$ cat src/rtl/riscq_loader_pkg.sv
// Shared constants and state encoding for the riscq byte-stream boot loader.
package riscq_loader_pkg;

  localparam logic [7:0] CMD_LOAD_INST = 8'h01;
  localparam logic [7:0] CMD_LOAD_DATA = 8'h02;
  localparam logic [7:0] CMD_RUN       = 8'h03;
  localparam logic [7:0] CMD_HALT      = 8'h04;

  localparam logic [1:0] ERR_NONE    = 2'b00;
  localparam logic [1:0] ERR_BAD_CMD = 2'b01;
  localparam logic [1:0] ERR_CSUM    = 2'b10;

  localparam int RST_DLY_DEF = 2;

  typedef enum logic [2:0] {
    ST_IDLE,
    ST_HDR,
    ST_WORD,
    ST_CSUM,
    ST_CHECK,
    ST_ARM
  } ld_state_e;

endpackage

$ cat src/rtl/riscq_loader_word_asm.sv
// Collects four payload bytes into a little-endian word; done fires with the 4th byte.
module riscq_loader_word_asm (
  input  logic        clk,
  input  logic        rst_n,
  input  logic [7:0]  byte_in,
  input  logic        valid,
  input  logic        clear,
  output logic [31:0] word,
  output logic        done
);

  logic [1:0]  idx;
  logic [23:0] lo;

  always_ff @(posedge clk or negedge rst_n) begin
    if (!rst_n) begin
      idx <= 2'd0;
      lo  <= 24'd0;
    end else if (clear) begin
      idx <= 2'd0;
    end else if (valid) begin
      idx <= idx + 2'd1;
      case (idx)
        2'd0:    lo[7:0]   <= byte_in;
        2'd1:    lo[15:8]  <= byte_in;
        2'd2:    lo[23:16] <= byte_in;
        default: ;
      endcase
    end
  end

  // The top byte is taken straight from the input so the word is complete on the accept edge.
  assign word = {byte_in, lo};
  assign done = valid && !clear && (idx == 2'd3);

endmodule

$ cat src/rtl/riscq_mem_loader.sv
// Boot loader: decodes framed host commands into ROM/RAM init writes, then sequences CPU reset release.
//   state | meaning
//   IDLE  | waiting for a command byte
//   HDR   | collecting ADDR_LO, ADDR_HI, CNT_LO, CNT_HI
//   WORD  | collecting payload bytes, one write per 4 bytes
//   CSUM  | waiting for the checksum byte
//   CHECK | one cycle to judge the frame sum, rx not ready
//   ARM   | counting down to CPU reset release, rx not ready
module riscq_mem_loader
  import riscq_loader_pkg::*;
#(
  parameter int ADDR_W  = 12,
  parameter int RST_DLY = RST_DLY_DEF
) (
  input  logic              i_clk,
  input  logic              i_rst_n,
  input  logic [7:0]        i_rx_data,
  input  logic              i_rx_valid,
  output logic              o_rx_ready,
  output logic [ADDR_W-1:0] o_inst_waddr,
  output logic [31:0]       o_inst_wdata,
  output logic              o_inst_we,
  output logic              o_inst_init_done,
  output logic [ADDR_W-1:0] o_data_waddr,
  output logic [31:0]       o_data_wdata,
  output logic              o_data_we,
  output logic              o_data_init_done,
  output logic              o_cpu_rst,
  output logic              o_err,
  output logic [1:0]        o_err_code
);

  ld_state_e         state;
  logic [1:0]        hdr_idx;
  logic [7:0]        hdr_lo;
  logic [7:0]        sum;
  logic [ADDR_W-1:0] addr;
  logic [15:0]       cnt;
  logic              to_inst;
  logic [3:0]        arm_cnt;

  logic        acc;
  logic [15:0] hdr_word;
  logic [31:0] asm_word;
  logic        asm_done;

  assign acc      = i_rx_valid && o_rx_ready;
  assign hdr_word = {i_rx_data, hdr_lo};

  riscq_loader_word_asm u_word_asm (
    .clk     (i_clk),
    .rst_n   (i_rst_n),
    .byte_in (i_rx_data),
    .valid   (acc && (state == ST_WORD)),
    .clear   (state != ST_WORD),
    .word    (asm_word),
    .done    (asm_done)
  );

  always_ff @(posedge i_clk or negedge i_rst_n) begin
    if (!i_rst_n) begin
      state            <= ST_IDLE;
      hdr_idx          <= 2'd0;
      hdr_lo           <= 8'd0;
      sum              <= 8'd0;
      addr             <= '0;
      cnt              <= 16'd0;
      to_inst          <= 1'b0;
      arm_cnt          <= 4'd0;
      o_rx_ready       <= 1'b0;
      o_inst_waddr     <= '0;
      o_inst_wdata     <= 32'd0;
      o_inst_we        <= 1'b0;
      o_inst_init_done <= 1'b0;
      o_data_waddr     <= '0;
      o_data_wdata     <= 32'd0;
      o_data_we        <= 1'b0;
      o_data_init_done <= 1'b0;
      o_cpu_rst        <= 1'b1;
      o_err            <= 1'b0;
      o_err_code       <= ERR_NONE;
    end else begin
      o_inst_we  <= 1'b0;
      o_data_we  <= 1'b0;
      o_rx_ready <= 1'b1;
      case (state)
        ST_IDLE: begin
          if (acc) begin
            case (i_rx_data)
              CMD_LOAD_INST, CMD_LOAD_DATA: begin
                to_inst <= (i_rx_data == CMD_LOAD_INST);
                sum     <= i_rx_data;
                hdr_idx <= 2'd0;
                state   <= ST_HDR;
                // Implicit halt; a no-op when the CPU is already held in reset.
                o_cpu_rst        <= 1'b1;
                o_inst_init_done <= 1'b0;
                o_data_init_done <= 1'b0;
              end
              CMD_RUN: begin
                if (!o_err) begin
                  state            <= ST_ARM;
                  arm_cnt          <= 4'(RST_DLY - 1);
                  o_rx_ready       <= 1'b0;
                  o_inst_init_done <= 1'b1;
                  o_data_init_done <= 1'b1;
                end
              end
              CMD_HALT: begin
                o_err            <= 1'b0;
                o_err_code       <= ERR_NONE;
                o_cpu_rst        <= 1'b1;
                o_inst_init_done <= 1'b0;
                o_data_init_done <= 1'b0;
              end
              default: begin
                o_err      <= 1'b1;
                o_err_code <= ERR_BAD_CMD;
              end
            endcase
          end
        end
        ST_HDR: begin
          if (acc) begin
            sum     <= sum + i_rx_data;
            hdr_idx <= hdr_idx + 2'd1;
            case (hdr_idx)
              2'd0: hdr_lo <= i_rx_data;
              2'd1: addr   <= hdr_word[ADDR_W-1:0];
              2'd2: hdr_lo <= i_rx_data;
              default: begin
                cnt   <= hdr_word;
                state <= (hdr_word == 16'd0) ? ST_CSUM : ST_WORD;
              end
            endcase
          end
        end
        ST_WORD: begin
          if (acc) begin
            sum <= sum + i_rx_data;
            if (asm_done) begin
              if (to_inst) begin
                o_inst_we    <= 1'b1;
                o_inst_waddr <= addr;
                o_inst_wdata <= asm_word;
              end else begin
                o_data_we    <= 1'b1;
                o_data_waddr <= addr;
                o_data_wdata <= asm_word;
              end
              addr <= addr + ADDR_W'(1);
              cnt  <= cnt - 16'd1;
              if (cnt == 16'd1) state <= ST_CSUM;
            end
          end
        end
        ST_CSUM: begin
          if (acc) begin
            sum        <= sum + i_rx_data;
            state      <= ST_CHECK;
            o_rx_ready <= 1'b0;
          end
        end
        ST_CHECK: begin
          state <= ST_IDLE;
          if (sum != 8'd0) begin
            o_err      <= 1'b1;
            o_err_code <= ERR_CSUM;
          end
        end
        ST_ARM: begin
          if (arm_cnt == 4'd0) begin
            state     <= ST_IDLE;
            o_cpu_rst <= 1'b0;
          end else begin
            arm_cnt    <= arm_cnt - 4'd1;
            o_rx_ready <= 1'b0;
          end
        end
        default: state <= ST_IDLE;
      endcase
    end
  end

endmodule

$ cat config.mk
export PLATFORM = sky130hd
export DESIGN_NAME = riscq_mem_loader
export DESIGN_NICKNAME = d
export VERILOG_FILES = /design/src/rtl/riscq_loader_pkg.sv /design/src/rtl/riscq_loader_word_asm.sv /design/src/rtl/riscq_mem_loader.sv
export SDC_FILE = /design/constraint.sdc
export NUM_CORES = 1
export LEC_CHECK = 0
export ABC_AREA = 1
export BUFFER_PORTS_ARGS = -buffer_cell sky130_fd_sc_hd__buf_2
export CAP_MARGIN = 10
export CORE_MARGIN = 2
export CORE_UTILIZATION = 58
export CTS_CLUSTER_DIAMETER = 150
export DETAILED_ROUTE_END_ITERATION = 16
export PLACE_DENSITY = 0.82
export SYNTH_ARGS = -nofsm -noshare
export SYNTH_HDL_FRONTEND = slang
export SYNTH_SLANG_ARGS = --single-unit
$ cat constraint.sdc
create_clock -name i_clk -period 2.4 [get_ports i_clk]
set_clock_uncertainty 0.05 [all_clocks]
set_input_delay 0.12 -clock i_clk [delete_from_list [all_inputs] [get_ports i_clk]]
set_output_delay 0.12 -clock i_clk [all_outputs]
set_load 0.01 [all_outputs]
==> impl_metrics.csv <==
group,metric,value,unit
clock_tree,clk_pin_slew_worst_paths,70,ps
yosys,synth_top_area_share,53.5,%
sta,fin_tns_setup,0,ps
clock_tree,cts_sinks,176,
global_route,grt_remaining_overflow,0,
placed_design,hpwl,13200,µm
critical_path,crit_path_top_delay_cell,"dfrtp_1",
sta,tightestPinTransition,1030,ps
sta,max_slew_margin,31.1,%
critical_path,path_cells,"nor2_4 -> nand2_8 -> nor3_4 -> nand2_2 -> buf_4 -> nand2_1 -> o21ai_0",
final_layout,n_antenna_cell,0,
critical_path,crit_arrival,2280,ps
final_layout,layout-drive-gt1-share,15.0,%
critical_path,cpPeakStageDelay,480,ps
die,design.core.area,13800,µm²
pwr,swShare,38.9,%
die,dieArea,15100,µm²
die,die_h,123,µm
clock_tree,numCtsBuffers,17,
die,fp.dieW,123,µm
pwr,power_switching,3.77,mW
detailed_routing,drtPass1Iterations,6,
pwr,cellLeakagePower,4.89,nW
detailed_routing,wirelength,19600,µm
detailed_routing,drtIter0Drc,599,
hold_path,worstHoldPathType,"input port to register",
global_route,grt_max_degree,90,
final_layout,area_growth,15.5,%
critical_path,worstSetupPathType,"register to register",
detailed_routing,viasPerCell,5.49,
global_route,grt_pass1_wl,32300,µm
final_layout,layout.nets,1125,
global_route,antenna_found_initial,0,
critical_path,path_max_fanout,89,
pwr,p_total,9.71,mW
detailed_routing,num_vias,7063,
yosys,synth_warnings,0,
final_layout,utilization,68.4,%
detailed_routing,drtAntennaViolNets,0,
pwr,cellPowerDensity,1030,nW/µm²
final_layout,fillers,1061,
placed_design,place_congestion,0.878,
yosys,syn_inst,990,
clock_tree,clk_latency,430,ps
pwr,power_frac_comb,31.3,%
pwr,p_int,5.93,mW
clock_tree,root_buffer,"clkbuf_16",
critical_path,cp-start-kind,"register",
yosys,yosysMostFrequentCell,"nand2_1",
die,boundaryPins,108,
critical_path,cp.required,2620,ps
clock_tree,cts-htree-levels,4,
detailed_routing,post_drt_wl_per_cell,15.2,µm
clock_tree,postCtsResizedCells,0,
status,status,"complete, no violations",
yosys,synthesis.area,8190,µm²
detailed_routing,route.detailed.drc,0,
die,start_util,59.2,%
final_layout,instances_no_fill,1286,
global_route,grt_pass1_vias,6587,
sta,timing.final.crit_share,86.0,%
sta,finalSetupViolCount,0,
yosys,synth_edf_count,0,
clock_tree,cts_buffer_depth,2,
sta,grt_setup_unrepaired,"no",
sta,fmax,485,MHz
yosys,synthDistinctLibCells,37,
clock_tree,cts_tree,"yes",
yosys,seq_area_frac_synth,53.8,%
yosys,synthArstFlopShare,100,%
die,rows,43,
sta,slew_violations,0,
yosys,yosysTopAreaCell,"dfrtp_1",
yosys,syn_nets,1022,
final_layout,multiInputGateArea,3240,µm²
placed_design,portBuffers,107,
pwr,power_frac_seq,42.0,%
critical_path,cp-end-kind,"register",
final_layout,seqCellArea,4410,µm²
sta,layout_min_cycle_time,2060,ps
yosys,synth.avg_cell_area,8.27,µm²
placed_design,dp.cells,1252,
job,maxCapViolations,0,
yosys,synth_seq_cells,176,
pwr,power_frac_clock,26.7,%
yosys,synthTopCellsByArea,"dfrtp_1 (53%), nand2_1 (13%), o21ai_0 (8.7%), inv_1 (4.4%), nor2_1 (3.9%)",
pwr,ir_worst_vdd,563,µV
critical_path,reg2reg_slack,340,ps
sta,final_hold_viol_count,0,
yosys,synth_flop_cell,"dfrtp_1",
global_route,gr-usage-all-layers,27.4,%
yosys,netlist_top_cells_count,"nand2_1 (285), dfrtp_1 (175), o21ai_0 (142), inv_1 (95), nor2_1 (86)",
## cells in the final DEF (no fill, tap or decap), drive strengths merged
| cell type | n |
|---|---|
| a21boi | 1 |
| dlygate4sd3 | 2 |
| inv | 104 |
| and3 | 1 |
| dfstp | 1 |
| xnor2 | 2 |
| a31oi | 5 |
| ha | 20 |
| o21bai | 2 |
| o21ai | 166 |
| fa | 1 |
| buf | 117 |
| or2 | 1 |
| nand4 | 13 |
| a21oi | 27 |
| nand3 | 37 |
| nor4 | 1 |
| o31ai | 2 |
| nor3 | 10 |
| nor2 | 89 |
| nor3b | 1 |
| nand3b | 3 |
| clkinvlp | 2 |
| a21o | 1 |
| dfrtp | 175 |
| clkbuf | 19 |
| clkinv | 6 |
| xor2 | 6 |
| nand2 | 291 |
## flip-flops by register name (all words and copies together) (netlist names)
name	count
o_data_wdata	32
o_inst_wdata	32
u_word_asm.lo	24
cnt	16
addr	12
o_data_waddr	12
o_inst_waddr	12
hdr_lo	8
sum	8
arm_cnt	4
state	3
hdr_idx	2
o_err_code	2
u_word_asm.idx	2
o_cpu_rst	1
o_data_init_done	1
o_data_we	1
o_err	1
o_inst_we	1
o_rx_ready	1
to_inst	1
## power groups by stage
stage | Clock, mW | Sequential, mW | Combinational [mW]
after floorplan | 0 | 3.97 | 2.30
after global placement | 0 | 4.10 | 2.89
after detailed placement | 0 | 4.11 | 2.98
after CTS | 2.61 | 4.07 | 3.02
after global routing | 2.74 | 4.15 | 3.49
final | 2.59 | 4.08 | 3.04
## worst max-delay path: cells and delay by family, from the launching register on
family | cells | cell delay (ps)
flops | 1 | 480
buf+inv | 1 | 340
compound gates | 1 | 110
simple gates | 5 | 850
## area by class of cell
type                            instances  share of cell area (%)
Clock inverter                         13                    1.11
Clock buffer                           19                    4.68
Timing Repair Buffer                  119                    7.00
Inverter                               99                    3.93
Sequential cell                       176                    46.6
Tap cell                              180                    2.38
Multi-Input combinational cell        680                    34.3
## path summary, 6_finish.rpt
kind,startpoint,endpoint,depth (start not counted)
worst max-delay path,state[0]$_DFFE_PN0P_,o_inst_wdata[4]$_DFFE_PN0P_,7
worst min-delay path,i_rx_data[3],sum[3]$_DFFE_PN0P_,5
worst max register to register,state[0]$_DFFE_PN0P_,o_inst_wdata[4]$_DFFE_PN0P_,7
worst min register to register,o_inst_wdata[5]$_DFFE_PN0P_,o_inst_wdata[5]$_DFFE_PN0P_,2
max in group asynchronous,i_rst_n,addr[9]$_DFFE_PN0P_,3
min in group asynchronous,i_rst_n,o_data_wdata[15]$_DFFE_PN0P_,2
## cell families after synthesis
group                      Yosys count  share of synthesized area, %
buffers and inverters              134                          6.59
and+or+nand+nor                    447                          22.7
AOI/OAI and AO/OA                  204                          12.7
adders and majority gates           21                          3.30
DFF                                176                          53.8
xor gates and xnor gates             8                         0.856
## through the flow
step	hold WS, ps	setup slack [ps]	area [µm²]
after floorplan	-226	727	8190
final	49.4	337	9460
after global routing	84.2	176	9460
after global placement	83.2	475	8890
after detailed placement	89.1	392	8890
after CTS	27.6	360	9460
## per-layer routing
metal / GRT usage [%] / share of wire, % / vias up
met5: 0 / 0 / -
met4: 9.84 / 2.2 / 0
li1: - / - / 3401
met2: 43.2 / 48 / 270
met1: 38.1 / 44 / 3343
met3: 5.30 / 5.9 / 49
## what timing repair did
action	CTS	global route
endpoints found under the setup margin	0	0
hold buffers	2	0
hold endpoints to repair	57	0
setup buffers	0	0
Power figures use the tool's default switching activity.
